$ cat src/rtl/linebuffer_mn_pkg.sv
// Shared types, default sizes and address-split helpers for the fetch line buffer.
package linebuffer_pkg;

  typedef enum logic [1:0] {
    LB_IDLE = 2'd0,
    LB_REQ  = 2'd1,
    LB_WAIT = 2'd2
  } lb_state_t;

  localparam int unsigned LB_ENTRIES    = 4;
  localparam int unsigned LB_LINE_WORDS = 8;
  localparam int unsigned LB_WORD_W     = 32;
  localparam int unsigned LB_ADDR_W     = 32;

  // Bits below the tag: byte offset within a line.
  function automatic int unsigned lb_off_bits(input int unsigned line_words,
                                              input int unsigned word_w);
    return $clog2(line_words * word_w / 8);
  endfunction

  // Bits below the word index: byte offset within a word.
  function automatic int unsigned lb_byte_bits(input int unsigned word_w);
    return $clog2(word_w / 8);
  endfunction

endpackage

$ cat src/rtl/linebuffer_mn_if.sv
// Lookup, miss-request and fill bus between fetch, the line buffer and memory.
// Handshake: a miss request transfers on a cycle where miss_valid and miss_ready are both 1;
// miss_valid/miss_addr hold steady until that transfer or a withdrawal by a matching fill.
interface linebuffer_mn_if
  import linebuffer_pkg::*;
#(
  parameter int unsigned ADDR_W     = LB_ADDR_W,
  parameter int unsigned WORD_W     = LB_WORD_W,
  parameter int unsigned LINE_WORDS = LB_LINE_WORDS
) ();
  logic                         req_valid;
  logic [ADDR_W-1:0]            req_pc;
  logic                         hit;
  logic [WORD_W-1:0]            word;
  logic                         miss_valid;
  logic [ADDR_W-1:0]            miss_addr;
  logic                         miss_ready;
  logic                         fill_valid;
  logic [ADDR_W-1:0]            fill_addr;
  logic [LINE_WORDS*WORD_W-1:0] fill_data;
  logic                         invalidate;

  modport master (
    output req_valid, req_pc, miss_ready, fill_valid, fill_addr, fill_data, invalidate,
    input  hit, word, miss_valid, miss_addr
  );

  modport slave (
    input  req_valid, req_pc, miss_ready, fill_valid, fill_addr, fill_data, invalidate,
    output hit, word, miss_valid, miss_addr
  );
endinterface

$ cat src/rtl/linebuffer_mn_lru.sv
// True-LRU age tracker: ages are a permutation, the accessed entry becomes youngest.
module lb_lru #(
  parameter  int unsigned ENTRIES = 4,
  localparam int unsigned EW      = $clog2(ENTRIES)
) (
  input  logic          clk,
  input  logic          rst,
  input  logic          acc_en_i,
  input  logic [EW-1:0] acc_idx_i,
  output logic [EW-1:0] lru_idx_o
);
  logic [EW-1:0] age_q [ENTRIES];

  always_ff @(posedge clk or negedge rst) begin
    if (!rst) begin
      for (int i = 0; i < ENTRIES; i++) age_q[i] <= EW'(i);
    end else if (acc_en_i) begin
      for (int j = 0; j < ENTRIES; j++) begin
        if (EW'(j) == acc_idx_i)                 age_q[j] <= '0;
        else if (age_q[j] < age_q[acc_idx_i])    age_q[j] <= age_q[j] + 1'b1;
      end
    end
  end

  always_comb begin
    lru_idx_o = '0;
    for (int i = 0; i < ENTRIES; i++) begin
      if (age_q[i] == {EW{1'b1}}) lru_idx_o = EW'(i);
    end
  end
endmodule

$ cat src/rtl/linebuffer_mn.sv
// Fully-associative fetch line buffer with combinational lookup, one outstanding
// line miss request, true-LRU replacement and flush-time squash of an in-flight fill.
module linebuffer_mn
  import linebuffer_pkg::*;
#(
  parameter int unsigned ENTRIES    = LB_ENTRIES,
  parameter int unsigned LINE_WORDS = LB_LINE_WORDS,
  parameter int unsigned WORD_W     = LB_WORD_W,
  parameter int unsigned ADDR_W     = LB_ADDR_W
) (
  input  logic             clk,
  input  logic             rst,
  linebuffer_mn_if.slave   bus,
  output lb_state_t        dbg_state_o
);
  localparam int unsigned OFF    = lb_off_bits(LINE_WORDS, WORD_W);
  localparam int unsigned BYTE_B = lb_byte_bits(WORD_W);
  localparam int unsigned IDX_W  = OFF - BYTE_B;
  localparam int unsigned TAG_W  = ADDR_W - OFF;
  localparam int unsigned EW     = $clog2(ENTRIES);
  localparam int unsigned LINE_W = LINE_WORDS * WORD_W;

  logic [ENTRIES-1:0] valid_q;
  logic [TAG_W-1:0]   tag_q  [ENTRIES];
  logic [LINE_W-1:0]  data_q [ENTRIES];
  lb_state_t          state_q;
  logic               squash_q;
  logic               miss_valid_q;
  logic [ADDR_W-1:0]  miss_addr_q;

  logic [TAG_W-1:0]   req_tag, fill_tag, miss_tag;
  logic [IDX_W-1:0]   word_idx;
  logic [ENTRIES-1:0] hit_vec, fill_match;
  logic [EW-1:0]      hit_idx, match_idx, free_idx, lru_idx, fill_idx, acc_idx;
  logic               has_free, hit, fill_accept, acc_en;
  logic               unused_bits;

  assign req_tag     = bus.req_pc[ADDR_W-1:OFF];
  assign fill_tag    = bus.fill_addr[ADDR_W-1:OFF];
  assign miss_tag    = miss_addr_q[ADDR_W-1:OFF];
  assign word_idx    = bus.req_pc[OFF-1:BYTE_B];
  assign unused_bits = ^{bus.fill_addr[OFF-1:0], bus.req_pc[BYTE_B-1:0]};

  // Descending scans so the lowest matching / free index wins.
  always_comb begin
    hit_vec    = '0;
    fill_match = '0;
    hit_idx    = '0;
    match_idx  = '0;
    free_idx   = '0;
    has_free   = 1'b0;
    for (int e = 0; e < ENTRIES; e++) begin
      hit_vec[e]    = valid_q[e] && (tag_q[e] == req_tag);
      fill_match[e] = valid_q[e] && (tag_q[e] == fill_tag);
    end
    for (int e = ENTRIES - 1; e >= 0; e--) begin
      if (hit_vec[e])    hit_idx   = EW'(e);
      if (fill_match[e]) match_idx = EW'(e);
      if (!valid_q[e]) begin
        free_idx = EW'(e);
        has_free = 1'b1;
      end
    end
  end

  assign hit         = bus.req_valid && (|hit_vec);
  assign fill_accept = bus.fill_valid && !bus.invalidate && !squash_q;
  assign fill_idx    = (|fill_match) ? match_idx : (has_free ? free_idx : lru_idx);
  assign acc_en      = fill_accept || hit;
  assign acc_idx     = fill_accept ? fill_idx : hit_idx;

  assign bus.hit        = hit;
  assign bus.word       = data_q[hit_idx][word_idx*WORD_W +: WORD_W];
  assign bus.miss_valid = miss_valid_q;
  assign bus.miss_addr  = miss_addr_q;
  assign dbg_state_o    = state_q;

  lb_lru #(.ENTRIES(ENTRIES)) u_lru (
    .clk       (clk),
    .rst       (rst),
    .acc_en_i  (acc_en),
    .acc_idx_i (acc_idx),
    .lru_idx_o (lru_idx)
  );

  always_ff @(posedge clk or negedge rst) begin
    if (!rst) begin
      valid_q <= '0;
      for (int e = 0; e < ENTRIES; e++) begin
        tag_q[e]  <= '0;
        data_q[e] <= '0;
      end
    end else if (bus.invalidate) begin
      valid_q <= '0;
    end else if (fill_accept) begin
      valid_q[fill_idx] <= 1'b1;
      tag_q[fill_idx]   <= fill_tag;
      data_q[fill_idx]  <= bus.fill_data;
    end
  end

  always_ff @(posedge clk or negedge rst) begin
    if (!rst) begin
      state_q      <= LB_IDLE;
      squash_q     <= 1'b0;
      miss_valid_q <= 1'b0;
      miss_addr_q  <= '0;
    end else begin
      if (bus.fill_valid && squash_q && !bus.invalidate) squash_q <= 1'b0;
      case (state_q)
        LB_IDLE: begin
          if (bus.req_valid && !hit && !bus.invalidate && !(fill_accept && fill_tag == req_tag)) begin
            state_q      <= LB_REQ;
            miss_valid_q <= 1'b1;
            miss_addr_q  <= {req_tag, {OFF{1'b0}}};
          end
        end
        LB_REQ: begin
          // A fill of the requested line makes the request pointless, so it is withdrawn.
          if (bus.invalidate || (fill_accept && fill_tag == miss_tag)) begin
            state_q      <= LB_IDLE;
            miss_valid_q <= 1'b0;
          end else if (bus.miss_ready) begin
            state_q      <= LB_WAIT;
            miss_valid_q <= 1'b0;
          end
        end
        LB_WAIT: begin
          if (bus.invalidate) begin
            state_q  <= LB_IDLE;
            squash_q <= 1'b1;
          end else if (fill_accept) begin
            state_q <= LB_IDLE;
          end
        end
        default: begin
          state_q      <= LB_IDLE;
          miss_valid_q <= 1'b0;
        end
      endcase
    end
  end
endmodule

$ cat src/flat_wrapper.sv
// flat-port wrapper written by rule: the top's interface ports become plain ports
module linebuffer_mn_flat import linebuffer_pkg::*;
#(
  parameter int unsigned ENTRIES    = LB_ENTRIES,
  parameter int unsigned LINE_WORDS = LB_LINE_WORDS,
  parameter int unsigned WORD_W     = LB_WORD_W,
  parameter int unsigned ADDR_W     = LB_ADDR_W
)
  (clk, rst, dbg_state_o, bus_req_valid, bus_req_pc, bus_miss_ready, bus_fill_valid, bus_fill_addr, bus_fill_data, bus_invalidate, bus_hit, bus_word, bus_miss_valid, bus_miss_addr);
  linebuffer_mn_if #(.ADDR_W(ADDR_W), .WORD_W(WORD_W), .LINE_WORDS(LINE_WORDS)) bus_i ();
  input  logic clk;
  input  logic rst;
  output lb_state_t dbg_state_o;
  input wire logic [$bits(bus_i.req_valid)-1:0] bus_req_valid;
  input wire logic [$bits(bus_i.req_pc)-1:0] bus_req_pc;
  input wire logic [$bits(bus_i.miss_ready)-1:0] bus_miss_ready;
  input wire logic [$bits(bus_i.fill_valid)-1:0] bus_fill_valid;
  input wire logic [$bits(bus_i.fill_addr)-1:0] bus_fill_addr;
  input wire logic [$bits(bus_i.fill_data)-1:0] bus_fill_data;
  input wire logic [$bits(bus_i.invalidate)-1:0] bus_invalidate;
  output wire logic [$bits(bus_i.hit)-1:0] bus_hit;
  output wire logic [$bits(bus_i.word)-1:0] bus_word;
  output wire logic [$bits(bus_i.miss_valid)-1:0] bus_miss_valid;
  output wire logic [$bits(bus_i.miss_addr)-1:0] bus_miss_addr;
  assign bus_i.req_valid = bus_req_valid;
  assign bus_i.req_pc = bus_req_pc;
  assign bus_i.miss_ready = bus_miss_ready;
  assign bus_i.fill_valid = bus_fill_valid;
  assign bus_i.fill_addr = bus_fill_addr;
  assign bus_i.fill_data = bus_fill_data;
  assign bus_i.invalidate = bus_invalidate;
  assign bus_hit = bus_i.hit;
  assign bus_word = bus_i.word;
  assign bus_miss_valid = bus_i.miss_valid;
  assign bus_miss_addr = bus_i.miss_addr;
  linebuffer_mn #(.ENTRIES(ENTRIES), .LINE_WORDS(LINE_WORDS), .WORD_W(WORD_W), .ADDR_W(ADDR_W)) u_core (.clk(clk), .rst(rst), .bus(bus_i), .dbg_state_o(dbg_state_o));
endmodule
$ cat config.mk
export PLATFORM = sky130hd
export DESIGN_NAME = linebuffer_mn_flat
export DESIGN_NICKNAME = d
export VERILOG_FILES = /design/src/rtl/linebuffer_mn_pkg.sv /design/src/rtl/linebuffer_mn_if.sv /design/src/rtl/linebuffer_mn_lru.sv /design/src/rtl/linebuffer_mn.sv /design/src/flat_wrapper.sv
export SDC_FILE = /design/constraint.sdc
export NUM_CORES = 2
export LEC_CHECK = 0
export CAP_MARGIN = 10
export CORE_ASPECT_RATIO = 1.4
export CORE_MARGIN = 3
export CORE_UTILIZATION = 50
export CTS_BUF_LIST = sky130_fd_sc_hd__clkbuf_2
export CTS_CLUSTER_SIZE = 8
export DETAILED_ROUTE_END_ITERATION = 12
export PLACE_DENSITY_LB_ADDON = 0.12
export SETUP_SLACK_MARGIN = 0.3
export SYNTH_ARGS = -nofsm -noshare
export SYNTH_HDL_FRONTEND = slang
export SYNTH_SLANG_ARGS = --single-unit
$ cat constraint.sdc
create_clock -name clk -period 4.7 [get_ports clk]
set_input_delay 0.47 -clock clk [delete_from_list [all_inputs] [get_ports clk]]
set_output_delay 0.47 -clock clk [all_outputs]
set_load 0.02 [all_outputs]
After elaboration in Yosys (flattened, before gate mapping):

Cells that the tools add are included.

* register bits: 1175
* bits of input ports: 326
* output and inout bits: 68
* logic and storage cells: 161

* add/subtract/negate cells: 4
* magnitude comparators: 10
* equality and inequality tests: 21
* shift-type cells: 1
* mux-type cells: 59
* bitwise logic cells: 6
* reductions and logical operators: 43

Operators with widths (number)
* 1024-bit bitwise mux: 1
* 256-bit two-way mux: 3
* 256-bit binary-select mux with 2-bit select: 1
* 256-bit demux with 2-bit select: 1
* 27-bit equality test: 10
* 256-bit by 9-bit indexed part select with 32-bit output: 1
* 108-bit bitwise mux: 1
* 2-bit two-way mux: 32
* 27-bit demux with 2-bit select: 1
* 27-bit two-way mux: 1
* 1-bit logical AND: 20
* 1-bit two-way mux: 12
* 2-bit AND reduction: 6
* 2-bit nonzero test: 5
* 3-bit >= comparator, second input constant: 3
* 2-bit inverter with 3-bit output: 3
* 2-bit by 1-bit adder with 2-bit output, second input constant: 4
* 2-bit equality test, second input constant: 4
* 2-bit less-than comparator: 4
* 4-bit two-way mux: 2
* 4-bit OR reduction: 2
* 3-bit by 2-bit != test with 1-bit output, second input constant: 2
* 2-bit case mux with 3 select lines: 1
* 3-bit AND reduction: 2
* other kinds (15): 22

Logic depth before layout (Yosys ltp):

* depth in word-level cells: 15
* gate-level depth with buffers: 14
* mapped depth without buffers: 11

Hierarchy:

From an unflattened synthesis, not the netlist that was laid out.

* cells, all modules: 4652
* area total of the unflattened synthesis: 55537.0 um^2

By module, submodules not included
* linebuffer_mn: instances 1, cells each 4570, area an instance 54748.8 um^2, seq. area each 29203.0 um^2
* lb_lru: instances 1, cells each 82, area an instance 788.3 um^2, seq. area each 205.2 um^2

Least setup slack after synthesis:

No wires, ideal clock.

* path kind: input to output
* start point: in bus_req_pc[5]
* end point: out bus_word[16]
* arrival: 3.662 ns
* data required time: 4.230 ns
* path slack: 0.568 ns
* stages: 11
* path buffers: 3
* cells stage by stage: clkbuf_1 xnor2_1 nand4_1 or4_1 or2_2 a21oi_1 clkbuf_1 buf_2 mux4_2 mux2_2 a21oi_1

* cells in the longest elaborated chain, start to end: 11
* elaborated cells between the ends (all ways): 17
* classes of those cells: 4 x eq/ne; 1 x shift; 7 x mux; 1 x bitwise; 4 x reduce/logical

Ends and longest elaborated chain
* start: declaration: RTL line flat_wrapper.sv:15 `input wire logic [$bits(bus_i.req_pc)-1:0] bus_req_pc;`
* 27-bit equality test: RTL line linebuffer_mn.sv:53 `hit_vec[e] = valid_q[e] && (tag_q[e] == req_tag);`
* 1-bit logical AND: RTL line linebuffer_mn.sv:53
* 2-bit two-way mux (3 in a row): RTL line linebuffer_mn.sv:57 `if (hit_vec[e]) hit_idx = EW'(e);`
* 2-bit two-way mux *: RTL line linebuffer_mn.sv:57
* 2-bit inverter with 3-bit output (implied by the code) *: RTL line linebuffer_mn.sv:73 `assign bus.word = data_q[hit_idx][word_idx*WORD_W +: WORD_W];`
* 256-bit binary-select mux with 2-bit select *: RTL line linebuffer_mn.sv:73
* 256-bit two-way mux (implied by the code) * (2 in a row): RTL line linebuffer_mn.sv:73
* 256-bit by 9-bit indexed part select with 32-bit output *: RTL line linebuffer_mn.sv:73
* end: declaration: RTL line flat_wrapper.sv:22 `output wire logic [$bits(bus_i.word)-1:0] bus_word;`

Every way passes the cells marked *; elsewhere a longest branch is shown, timed or not. The select of a mux whose other input is x is not followed.

Final worst setup path:

* start point: reg u_core.tag_q[62] (netlist name)
* end point: out bus_word[7]

* cells in the longest elaborated chain, start to end: 9

Ends and longest elaborated chain
* start: declaration: RTL line linebuffer_mn.sv:24 `logic [TAG_W-1:0] tag_q [ENTRIES];`
* start signal: indexed assignment: RTL line linebuffer_mn.sv:97 `tag_q[fill_idx] <= fill_tag;`
* 27-bit equality test: RTL line linebuffer_mn.sv:53
* 1-bit logical AND: RTL line linebuffer_mn.sv:53
* 2-bit two-way mux (2 in a row): RTL line linebuffer_mn.sv:57
* 2-bit inverter with 3-bit output (implied by the code): RTL line linebuffer_mn.sv:73
* 256-bit binary-select mux with 2-bit select: RTL line linebuffer_mn.sv:73
* 256-bit two-way mux (implied by the code) (2 in a row): RTL line linebuffer_mn.sv:73
* 256-bit by 9-bit indexed part select with 32-bit output: RTL line linebuffer_mn.sv:73

Every way passes these cells. The select of a mux whose other input is x is not followed.

==> metrics <==
CTS buffer count 311; Initial DRT Pass Iterations 5; Final Routed Wirelength 170,000 um; leading area contributor after synthesis dfrtp_1; post-DP HPWL 116,000 um; area grow syn2layout 32.4%; placed cell areas 65,200 um2; Yosys cell types 61; CP required 4.23 ns; critical path depth 17; vias in the first global route 42,500; GRT Total Usage 29.1%; DP Worst Slack -0.995 ns; clock skew 0.124 ns; worst vdd ir 0.299 mV; Syn Area/Cell 14.5 um2; MaxCap Viol Count 0; #FFs+latches synth 1,175; Placer Congestion 0.993; Final ANT Viol Nets 0; final setup fails 32; Bufs and invs on worst path 8; Synth warnings 0; initial core utilization 50.5%; fin nets 5,675; Worst-Skew Late Latency 1.60 ns; violated checks negative setup slack; Largest stage delay, worst path 0.52 ns; slowest CP cell mux4_2; Core Region 112,000 um2; Post-synth ARST share 100%; share of post-route cells with drive strength above 1 42.6%; via/cell ratio 5.55; sequential cell area fraction in the yosys report 51.9%; Root Buffer clkbuf_2; wire per inst 24.2 um; die width 291 um; CTS tree built; synth top area cells dfrtp_1, mux2_2, mux2i_1, mux4_2, xor2_1; CTS H-tree lvls 5; hold path depth 3; antenna violations before repair 17; Die Span Y 404 um; # DRC 0; CP delay by family, top buffers and inverters; Reg2Reg Depth 11; critical path arrival 5.43 ns; top-area cell type share of the netlist area 51.7%; cells after synthesis 3,906; Tightest Pin Transition 1.09 ns; Worst slew margin 27.0%; final setup margin -1.20 ns; leakage 37.7 nW; Hold/Removal Path Class in -> reg; pins over their slew limit 0; IO Count 394; IO buf count 381; FP Rows 145; Most Frequent Cell on Critical Path buf_12; RSZ-0062 raised after global routing yes; Crit Path Max Fanout 8; cell area after synthesis 56,700 um2; most frequent cells after synthesis mux2_2, dfrtp_1, mux2i_1; Critical Path Start Type flip-flop; Clock Pin Slew Worst Setup and Hold Paths 0.10 ns; most common cell in the synthesized netlist mux2_2; final setup TNS -35.21 ns; die area 117,000 um2; final cell count without fillers 6,997; Final period util 126%; status complete, but fails checks; Synth Flop Type dfrtp_1; final hold vios 0; DR vias 38,900; worst hold margin 0.258 ns; total gr overflow 0; largest net degree at the start of global routing 117; CTS max path bufs 4; Filler cells 8,387; DR iter-0 viols 1,828; Finished Cell Area 75,000 um2; Post-synth EDFFs 0; Sink Count 1,175; CP Capture Type output port; Crit Path Class reg -> out; Pwr per Cell Area 369 nW/um2; placed cell count 5,881; Achievable Freq 169 MHz; first-pass GRT wire length 261,000 um; critical-path cell list xor2_1, nor4_1, nand3_1, nor4_1, buf_4, o21ai_4, buf_12, buf_16, buf_8, buf_12, buf_12, mux2i_2, mux4_2, a22o_1, a21oi_2, buf_6, buf_6; minimum clock period 5.90 ns
## where the power goes
part	internal [mW]	switching (mW)
clock	2.51	4.07
combinational	4.32	3.27
sequential	12.2	1.26
total	19.1	8.60
## metrics by stage
step           power (mW)  utilization, %
4_1_cts              27.8            66.6
3_3_place_gp         20.4            58.2
5_1_grt              29.2            66.9
2_1_floorplan        17.4               -
6_report             27.7            66.9
3_5_place_dp         20.6            58.2
## cell families after synthesis
family	Yosys count	share of synthesized area, %
flip-flops	1175	51.9
AND/OR/NAND/NOR	191	1.99
buffers and inverters	305	2.40
AO/OA/AOI/OAI	129	1.63
adder cells (fa/ha/maj)	3	0.0662
multiplexers	1832	37.8
other	1	0.00662
XOR/XNOR	270	4.20
## flip-flops by register name (all words and copies together), names as in the netlist
| name | cells |
|---|---|
| u_core.bus.miss_addr | 27 |
| u_core.bus.miss_valid | 1 |
| u_core.data_q | 1024 |
| u_core.dbg_state_o | 2 |
| u_core.squash_q | 1 |
| u_core.tag_q | 108 |
| u_core.u_lru.age_q | 8 |
| u_core.valid_q | 4 |
## cell type report
cell class | instances | area (um2) | share of cell area (%)
diodes | 21 | 52.6 | 0.0700
clock buffers | 432 | 2160 | 2.88
well taps | 1470 | 1840 | 2.45
flip-flops and latches | 1175 | 29400 | 39.2
multi-input cells | 2430 | 26500 | 35.3
inverters | 13 | 48.8 | 0.0650
repair buffers | 1415 | 14800 | 19.7
clock inverters | 41 | 210 | 0.280
## worst register-to-register path: cells and delay by family, from the launching register on
family	cells	cell delay, ns
xor gates and xnor gates	1	0.28
AOI/OAI and AO/OA	5	1.54
and+or+nand+nor	4	1.41
buffers and inverters	1	0.17
DFF	1	0.40
## placed cells by master (no fill, tap or decap), types with 16 or more instances in the layout
| cell | count |
|---|---|
| clkinv_1 | 32 |
| a21oi_4 | 18 |
| nor4_1 | 54 |
| clkdlybuf4s50_1 | 344 |
| xnor2_1 | 115 |
| mux2i_1 | 510 |
| buf_12 | 103 |
| nand3_1 | 17 |
| xor2_1 | 143 |
| diode_2 | 21 |
| nand4_1 | 46 |
| buf_4 | 318 |
| buf_6 | 57 |
| clkbuf_2 | 432 |
| dlygate4sd3_1 | 565 |
| a22o_1 | 28 |
| nor2_1 | 16 |
| mux2_4 | 27 |
| mux2_2 | 1164 |
| dfrtp_1 | 1170 |
| mux4_2 | 128 |
## timing repair
action | CTS | global route
gates cloned | 9 | 1
setup endpoints to repair | 33 | 33
hold endpoints to repair | 2349 | 0
hold buffers | 566 | 0
buffers inserted | 41 | 5
pin swaps | 42 | 18
gates resized for setup | 281 | 49
## final timing paths
check	startpoint	end	slack (ns)
worst max-delay path	u_core.tag_q[62]$_DFFE_PN0P_	bus_word[7]	-1.20
worst min-delay path	bus_fill_data[233]	u_core.data_q[233]$_DFFE_PN0P_	0.26
worst max register to register	u_core.tag_q[9]$_DFFE_PN0P_	u_core.u_lru.age_q[1]$_DFFE_PN1P_	0.82
worst min register to register	u_core.data_q[248]$_DFFE_PN0P_	u_core.data_q[248]$_DFFE_PN0P_	0.51
max in group asynchronous	rst	u_core.data_q[737]$_DFFE_PN0P_	3.47
min in group asynchronous	rst	u_core.tag_q[56]$_DFFE_PN0P_	0.30
## layer usage
layer  wire, um  vias up  GRT usage, %
li1           -    17400             -
met1      71400    20300          37.2
met2      83600      947          48.9
met3       8630      263          6.52
met4       5930        4          10.6
met5         27        -             0
Note: power is estimated with default switching activity, not from simulation.
